===== config.mk =====
export PLATFORM = sky130hd
export DESIGN_NAME = inport_fifo
export DESIGN_NICKNAME = d
export VERILOG_FILES = /design/src/rtl/cpu_io_pkg.sv /design/src/rtl/fifo_ptr_ctrl.sv /design/src/rtl/inport_fifo.sv
export SDC_FILE = /design/constraint.sdc
export NUM_CORES = 1
export LEC_CHECK = 0
export CORE_MARGIN = 8
export CORE_UTILIZATION = 35
export DETAILED_ROUTE_END_ITERATION = 7
export DONT_BUFFER_PORTS = 1
export HOLD_SLACK_MARGIN = 0.15
export PLACE_DENSITY = 0.48
export SYNTH_ARGS = -nofsm -noshare
export SYNTH_HDL_FRONTEND = slang
export SYNTH_SLANG_ARGS = --single-unit
export TNS_END_PERCENT = 5

===== constraint.sdc =====
create_clock -name clock -period 4.44 [get_ports clock]
set_input_delay 0.666 -clock clock [delete_from_list [all_inputs] [get_ports clock]]
set_output_delay 0.666 -clock clock [all_outputs]
set_load 0.02 [all_outputs]

===== src/rtl/cpu_io_pkg.sv =====
// Shared constants and helpers for the CPU I/O blocks.
package cpu_io_pkg;

  localparam int unsigned WORD_W       = 32;
  localparam int unsigned INPORT_DEPTH = 8;

  // Smallest r with 2**r >= v; usable in constant expressions.
  function automatic int unsigned clog2(input int unsigned v);
    int unsigned r;
    r = 0;
    for (int unsigned i = 0; i < 32; i++) begin
      if ((64'd1 << i) < 64'(v)) r = i + 1;
    end
    return r;
  endfunction

endpackage


===== src/rtl/fifo_ptr_ctrl.sv =====
// Pointer, occupancy and flag bookkeeping for the input-port FIFO.
module fifo_ptr_ctrl
  import cpu_io_pkg::*;
#(
  parameter int unsigned DEPTH = INPORT_DEPTH,
  parameter int unsigned PTR_W = clog2(DEPTH),
  parameter int unsigned CNT_W = clog2(DEPTH + 1)
) (
  input  logic             clock,
  input  logic             reset,
  input  logic             i_push_req,
  input  logic             i_pop_req,
  output logic             o_push,
  output logic [PTR_W-1:0] o_wr_ptr,
  output logic [PTR_W-1:0] o_rd_ptr,
  output logic [CNT_W-1:0] o_count,
  output logic             o_empty,
  output logic             o_full,
  output logic             o_underflow
);

  localparam logic [CNT_W-1:0] FullCnt = CNT_W'(DEPTH);
  localparam logic [CNT_W-1:0] CntOne  = CNT_W'(1);
  localparam logic [PTR_W-1:0] PtrOne  = PTR_W'(1);

  logic [PTR_W-1:0] r_wr_ptr;
  logic [PTR_W-1:0] r_rd_ptr;
  logic [CNT_W-1:0] r_count;
  logic [CNT_W-1:0] w_count_nxt;
  logic             r_underflow;
  logic             w_empty;
  logic             w_full;
  logic             w_push;
  logic             w_pop;

  // Flags come from the registered count only, so no input reaches dev_ready.
  assign w_empty = (r_count == '0);
  assign w_full  = (r_count == FullCnt);
  assign w_push  = i_push_req && !w_full;
  assign w_pop   = i_pop_req && !w_empty;

  always_comb begin
    w_count_nxt = r_count;
    unique case ({w_push, w_pop})
      2'b10:   w_count_nxt = r_count + CntOne;
      2'b01:   w_count_nxt = r_count - CntOne;
      default: w_count_nxt = r_count;
    endcase
  end

  always_ff @(posedge clock or negedge reset) begin
    if (!reset) begin
      r_wr_ptr    <= '0;
      r_rd_ptr    <= '0;
      r_count     <= '0;
      r_underflow <= 1'b0;
    end else begin
      if (w_push) r_wr_ptr <= r_wr_ptr + PtrOne;
      if (w_pop)  r_rd_ptr <= r_rd_ptr + PtrOne;
      r_count <= w_count_nxt;
      if (i_pop_req && w_empty) r_underflow <= 1'b1;
    end
  end

  assign o_push      = w_push;
  assign o_wr_ptr    = r_wr_ptr;
  assign o_rd_ptr    = r_rd_ptr;
  assign o_count     = r_count;
  assign o_empty     = w_empty;
  assign o_full      = w_full;
  assign o_underflow = r_underflow;

endmodule


===== src/rtl/inport_fifo.sv =====
// Show-ahead input-port FIFO between a valid/ready device and the CPU `in` strobe.
// Define INPORT_FIFO_IRQ_EN to build the registered occupancy interrupt.
module inport_fifo
  import cpu_io_pkg::*;
#(
  parameter int unsigned DEPTH     = INPORT_DEPTH,
  parameter int unsigned IRQ_LEVEL = 4
) (
  input  logic                        clock,
  input  logic                        reset,
  input  logic [WORD_W-1:0]           dev_data,
  input  logic                        dev_valid,
  output logic                        dev_ready,
  input  logic                        InPort_read,
  output logic [WORD_W-1:0]           InPort_data_out,
  output logic                        empty,
  output logic                        full,
  output logic [clog2(DEPTH+1)-1:0]   count,
  output logic                        underflow,
  output logic                        irq
);

  localparam int unsigned PtrW = clog2(DEPTH);
  localparam int unsigned CntW = clog2(DEPTH + 1);

  logic [WORD_W-1:0] r_mem [DEPTH];
  logic              w_push;
  logic [PtrW-1:0]   w_wr_ptr;
  logic [PtrW-1:0]   w_rd_ptr;
  logic [CntW-1:0]   w_count;
  logic              w_empty;
  logic              w_full;
  logic              w_underflow;

  fifo_ptr_ctrl #(
    .DEPTH (DEPTH),
    .PTR_W (PtrW),
    .CNT_W (CntW)
  ) u_ptr_ctrl (
    .clock       (clock),
    .reset       (reset),
    .i_push_req  (dev_valid),
    .i_pop_req   (InPort_read),
    .o_push      (w_push),
    .o_wr_ptr    (w_wr_ptr),
    .o_rd_ptr    (w_rd_ptr),
    .o_count     (w_count),
    .o_empty     (w_empty),
    .o_full      (w_full),
    .o_underflow (w_underflow)
  );

  // Storage is deliberately not reset; the pointers make stale entries unreachable.
  always_ff @(posedge clock) begin
    if (w_push) r_mem[w_wr_ptr] <= dev_data;
  end

  assign InPort_data_out = w_empty ? '0 : r_mem[w_rd_ptr];
  assign dev_ready       = !w_full;
  assign empty           = w_empty;
  assign full            = w_full;
  assign count           = w_count;
  assign underflow       = w_underflow;

`ifdef INPORT_FIFO_IRQ_EN
  localparam logic [CntW-1:0] IrqCnt = CntW'(IRQ_LEVEL);

  logic r_irq;

  always_ff @(posedge clock or negedge reset) begin
    if (!reset) begin
      r_irq <= 1'b0;
    end else begin
      r_irq <= (w_count >= IrqCnt);
    end
  end

  assign irq = r_irq;
`else
  assign irq = 1'b0;
`endif

endmodule


=== Word-level counts from Yosys, hierarchy flattened ===
Memories as Yosys holds them, arrays and structs flattened.
Index checks and enable logic that the tools add are counted.

* Add/subtract/negate cells: 4
* Equal/unequal tests: 3
* Mux-type cells: 4
* Reductions and logical operators: 7

{| class="wikitable"
|+ Operator list
! kind !! count
|-
| $mux 32 || 1
|-
| $pmux 4 s2 || 1
|-
| $add 3x1->3 const B || 2
|-
| $add 4x1->4 const B || 1
|-
| $eq 4x4->1 const B || 1
|-
| $logic_not 4->1 || 1
|-
| $sub 4x1->4 const B || 1
|-
| $logic_and 1x1->1 || 3
|-
| $eq 2x1->1 const B || 1
|-
| $eq 2x2->1 const B || 1
|-
| $logic_not 1->1 || 2
|-
| $mux 1 || 2
|-
| $reduce_bool 2->1 || 1
|}

* Word-level logic and storage cells: 23
* Output and inout port bits: 41
* Input port bits: 36
* Memories kept: 1
* Bits in registers: 11
* Bits in writable memories: 256

{| class="wikitable"
|+ Memory list
! memory !! words !! bits a word !! read ports !! clocked after memory_dff !! wr ports !! RTL line !! source
|-
| r_mem || 8 || 32 || 1 || 0 || 1 || inport_fifo.sv:26 || <nowiki>logic [WORD_W-1:0] r_mem [DEPTH];</nowiki>
|}

=== Longest topological paths before layout ===
* Depth after elaboration: 5
* Mapped depth: 10
* Depth with buffers taken out: 8

=== Hierarchy ===
Synthesis repeated with hierarchy kept, for this count alone.

* Cells, all modules: 476
* Area total of the unflattened synthesis: 10488.8 um^2

{| class="wikitable"
|+ By module, submodules not included
! module !! sequential area each (um^2) !! area each (um^2) !! cells each !! times used
|-
| inport_fifo || 7687.4 || 9828.2 || 421 || 1
|-
| fifo_ptr_ctrl || 275.3 || 660.6 || 55 || 1
|}

=== Worst setup path before layout ===
No wires, ideal clock.

* Path type: reg2reg
* From: reg u_ptr_ctrl.r_count[1] (netlist: u_ptr_ctrl.o_count[1])
* To: mem r_mem[0][0] (enable)
* Path slack: 488 ps
* Period minus slack after synthesis: 3952 ps
* Data arrival time: 3491 ps
* Cell stages (with the launch flop): 6
* Setup time: 461 ps
* Path through: dfrtp_1 -> clkbuf_2 -> or4b_1 -> clkbuf_1 -> nand3b_1 -> nor3_1

* Cells in the longest elaborated chain, start to end: 5

{| class="wikitable"
|+ Ends and longest elaborated chain
! item !! RTL line !! source
|-
| start, declared || fifo_ptr_ctrl.sv:28 || <nowiki>logic [CNT_W-1:0] r_count;</nowiki>
|-
| start signal, assigned || fifo_ptr_ctrl.sv:60 || <nowiki>r_count <= w_count_nxt;</nowiki>
|-
| $eq 4x4->1 || fifo_ptr_ctrl.sv:38 || <nowiki>assign w_full = (r_count == FullCnt);</nowiki>
|-
| $logic_not 1->1 || n/a ||
|-
| named net dev_ready || inport_fifo.sv:13 || <nowiki>output logic dev_ready,</nowiki>
|-
| $logic_and 1x1->1 || fifo_ptr_ctrl.sv:39 || <nowiki>assign w_push = i_push_req && !w_full;</nowiki>
|-
| $mux 1 || inport_fifo.sv:55 || <nowiki>if (w_push) r_mem[w_wr_ptr] <= dev_data;</nowiki>
|-
| $mux 1 (implied by the code) || inport_fifo.sv:55 ||
|-
| end, declared || inport_fifo.sv:26 ||
|}

The timed path passes the listed nets, and every way through them passes these cells.

=== Final worst setup path ===
* From: reg u_ptr_ctrl.r_count[1] (netlist: u_ptr_ctrl.o_count[1])
* To: out InPort_data_out[29]

* Cells in the longest elaborated chain, start to end: 2

{| class="wikitable"
|+ Ends and longest elaborated chain
! item !! RTL line !! source
|-
| $logic_not 4->1 || fifo_ptr_ctrl.sv:37 || <nowiki>assign w_empty = (r_count == '0);</nowiki>
|-
| named net empty || inport_fifo.sv:16 || <nowiki>output logic empty,</nowiki>
|-
| $mux 32 || inport_fifo.sv:58 || <nowiki>assign InPort_data_out = w_empty ? '0 : r_mem[w_rd_ptr];</nowiki>
|-
| end, declared || inport_fifo.sv:15 || <nowiki>output logic [WORD_W-1:0] InPort_data_out,</nowiki>
|}

The timed path passes the listed nets, and every way through them passes these cells.

==> summary.md <==
| Metric | Value |
|---|---|
| Die width | about 190 µm |
| Setup TNS | 0 ns |
| Fin crit share | 76.87% |
| Cell family with the largest share of critical-path delay | flip-flops |
| Via count of the first global-routing pass | 5023 |
| Post-synth top area share | between 70% and 80% |
| Stages on the worst setup path | 5 |
| Worst Hold Class | primary input to flip-flop |
| WL per Instance | ~24 µm |
| R2R Path End | u_ptr_ctrl.o_count[3] |
| Pin count of the biggest net entering global routing | 55 |
| Clk pin slew, worst setup/hold paths | roughly 0.06 ns |
| Die footprint | 34950 µm² |
| Asr flop ratio synth | 4.120% |
| Fill count | 2506 |
| Final WL | roughly 21000 µm |
| Rows | 62 |
| Tmin final | about 3.4 ns |
| Synth top area cells | edfxtp_1 75%, mux4_2 14%, dfrtp_1 2.7% |
| CP Max Fanout | 20 |
| DR vias | 4447 |
| First-pass GRT wire length | 32290 µm |
| CTS buffer count | 28 |
| Synthesized flop and latch total | 267 |
| Critical Path Max Stage Delay | 0.61 ns |
| Mux cell area share after synthesis | roughly 15% |
| Pleak | between 0.003 and 0.004 µW |
| Finish-stage setup viols | 0 |
| Final HPWL DP | 12420 µm |
| Number of synthesized flops with an enable pin | 256 |
| Crit path to | InPort_data_out[29] |
| Final ANT Viol Nets | 0 |
| H-tree depth | 1 |
| Hold Violations, Final | 0 |
| Clk root buf | clkbuf_16 |
| Adder-Cell Fraction of Synth Area | less than 1% |
| GP Congestion | 0.7157 |
| Placed Cells | roughly 820 |
| Die H | approximately 190 µm |
| Clk_skew | 0.01012 ns |
| Max clock buf depth | 3 |
| Gr usage total | 12.17% |
| Cell with the most instances after synthesis | edfxtp_1 |
| Slew Viols, Final | 0 |
| Fin util | 40.46% |
| DRT Pass-1 Iters | 4 |
| Setup Fix Bufs, Post-CTS | 0 |
| WP data required | 3.77 ns |
| Simple-gate share of the synthesized area | 1.566% |
| Worst relative slew slack | 52.42% |
| Worst Max-Slew Pin Slew | 0.7120 ns |
| N_diodes | 0 |
| Initial antenna violation count | 0 |
| Achievable Freq | slightly below 0.3 GHz |
| Seq/Total Area, Yosys | 77.85% |
| Clock sinks | 267 |
| Nets | 507 |
| Met2 global-route usage | 20.96% |
| Synth Cell Area | a little over 10000 µm² |
| Cells after synthesis | 443 |
| Slowest-stage cell, CP | dfrtp_1 |
| Post-synth top cells | 256 x edfxtp_1, 64 x mux4_2, 30 x a22o_1 |
| Register Area | 7968 µm² |
| Worst R2R Path Depth | 6 |
| CTS tree | built |
| Ratio of cells with drive above 1 in the final layout | 28.60% |
| Io pins | 77 |
| Port Buf Inserts | 0 |
| Number of remaining DRC errors | 0 |
| Max_cap viols | 0 |
| CORE AREA | 28780 µm² |
| Status | finished clean |
| Iteration-0 DRC Markers | 260 |
| Pwr dens | 689.9 nW/µm² |
| Multi-input gate area | 2172 µm² |
| Initial core utilization | 35.54% |
| Met3 Track Usage GR | 4.213% |
| Top Usage Layer GRT | met2 |
| Global route total overflow | 0 |
| RSZ-0062 raised after global routing | no |
| Peak VDD IR | 0.4475 mV |
| Synthesized area per cell | 23.09 µm² |
| Worst skew pair latency | ~0.53 ns |
| Critical path capture point type | output pin |
| Main combinational cell family by area after synthesis | multiplexers |
| Critical path buffer and inverter count | 2 |
| Crit path kind | flip-flop to output pin |
| Reg-to-Reg Start | u_ptr_ctrl.o_count[0] |
| Flop-to-flop setup slack | 1.32 ns |
| Met1 Usage GRT | 14.51% |
| Synth Warn # | 0 |
| Area grow syn2layout | 13.85% |
| Main flop type after synthesis | edfxtp_1 |
| Post-Synth XOR/XNOR Area | less than 1% |
| Cell Chain, Critical Path | or4_4 -> inv_1 -> nor2_4 -> buf_4 -> a22o_1 |
| Count of different cell masters after synthesis | 38 |
| Vias/cell | 5.111 |
| Compound-gate portion of the synthesized area | approximately 3.3% |
| Cell taking the most area after synthesis | edfxtp_1 |
| Finished Layout Cells | 870 |
| Startpoint types | flip-flop |
| Critical Path Start | u_ptr_ctrl.o_count[1] |
| CP Data Arrival Time | 2.75 ns |
| Syn Nets | about 480 |
==> cell families (layout without fill, tap and decap cells) <==
group,Yosys count,in the layout
buffers and inverters,29,72
and+or+nand+nor,27,27
DFF,267,267
muxes,68,68
xor gates and xnor gates,7,7
other,1,1
adders and majority gates,5,5
AOI/OAI and AO/OA,39,39
==> final cells by class <==
cell class                 count  area share (%)
clock buffer                  40           6.586
clock inverter                10          0.6877
inverter                       4          0.1289
multi-input combinational    147           18.65
sequential                   267           68.42
tap                          384           4.126
timing repair buffer          18           1.397
==> stage by stage <==
step           cell area [µm²]  power (µW)  hold slack, ns  setup slack (ns)
5_1_grt                  11640        8458          0.1884            0.8631
4_1_cts                  11640        8201          0.1925            0.9950
3_5_place_dp             10790        6012          0.3708             1.336
6_report                 11640        8033          0.2248             1.027
3_3_place_gp             10790        5960          0.3708             1.370
2_1_floorplan            10230        5342          0.3704            0.4876
==> worst min path at each step <==
| stage | to | cells past startpoint | start | slack (ns) |
|---|---|---|---|---|
| final | r_mem[4][28] | 0 | dev_data[28] | 0.22 |
| after detailed placement | u_ptr_ctrl.o_count[2] | 0 | reset | 0.37 |
| after CTS | r_mem[7][24] | 0 | dev_data[24] | 0.19 |
| after global routing | r_mem[6][24] | 0 | dev_data[24] | 0.19 |
| after floorplan | u_ptr_ctrl.o_count[0] | 0 | reset | 0.37 |
| after global placement | u_ptr_ctrl.o_count[0] | 0 | reset | 0.37 |
==> state kept, by name (all words and copies together), names as in the netlist <==
signal / cells
u_ptr_ctrl.o_underflow: 1
u_ptr_ctrl.o_wr_ptr: 3
u_ptr_ctrl.o_count: 4
u_ptr_ctrl.o_rd_ptr: 3
r_mem: 256
==> metal layers <==
| metal | wire length, µm | up-vias |
|---|---|---|
| li1 | - | 1931 |
| met1 | 8788 | 2398 |
| met2 | 10650 | 87 |
| met3 | 1508 | 31 |
| met4 | 330 | 0 |
| met5 | 0 | - |
==> power breakdown <==
group / total, µW / switching, µW / internal (µW)
logic: 2460 / 1480 / 982
registers: 3420 / 234 / 3190
clock network: 2160 / 903 / 1250
==> what timing repair did <==
item / 4_1_cts / 5_1_grt
gates resized for setup: 0 / 0
endpoints found under the hold margin: 11 / 0
hold buffers: 1 / 0
==> cell usage in the layout, fill, tap and decap left out, types with 2 or more instances in the layout <==
master      instances
clkinv_2            4
clkinvlp_4          3
clkinv_1            2
mux4_2             64
xnor2_1             5
inv_1               4
clkbuf_16          29
nand2b_1            2
buf_12              2
a21o_1              2
dfrtp_1             9
buf_4              15
nand3_1             3
mux2_2              3
nand2_1             2
nor2_4              7
nor3_2              2
a22o_2              2
ha_1                5
nand3b_1            2
edfxtp_1          256
xor2_1              2
a22o_1             30
clkbuf_1           11
Power figures use the tool's default switching activity.
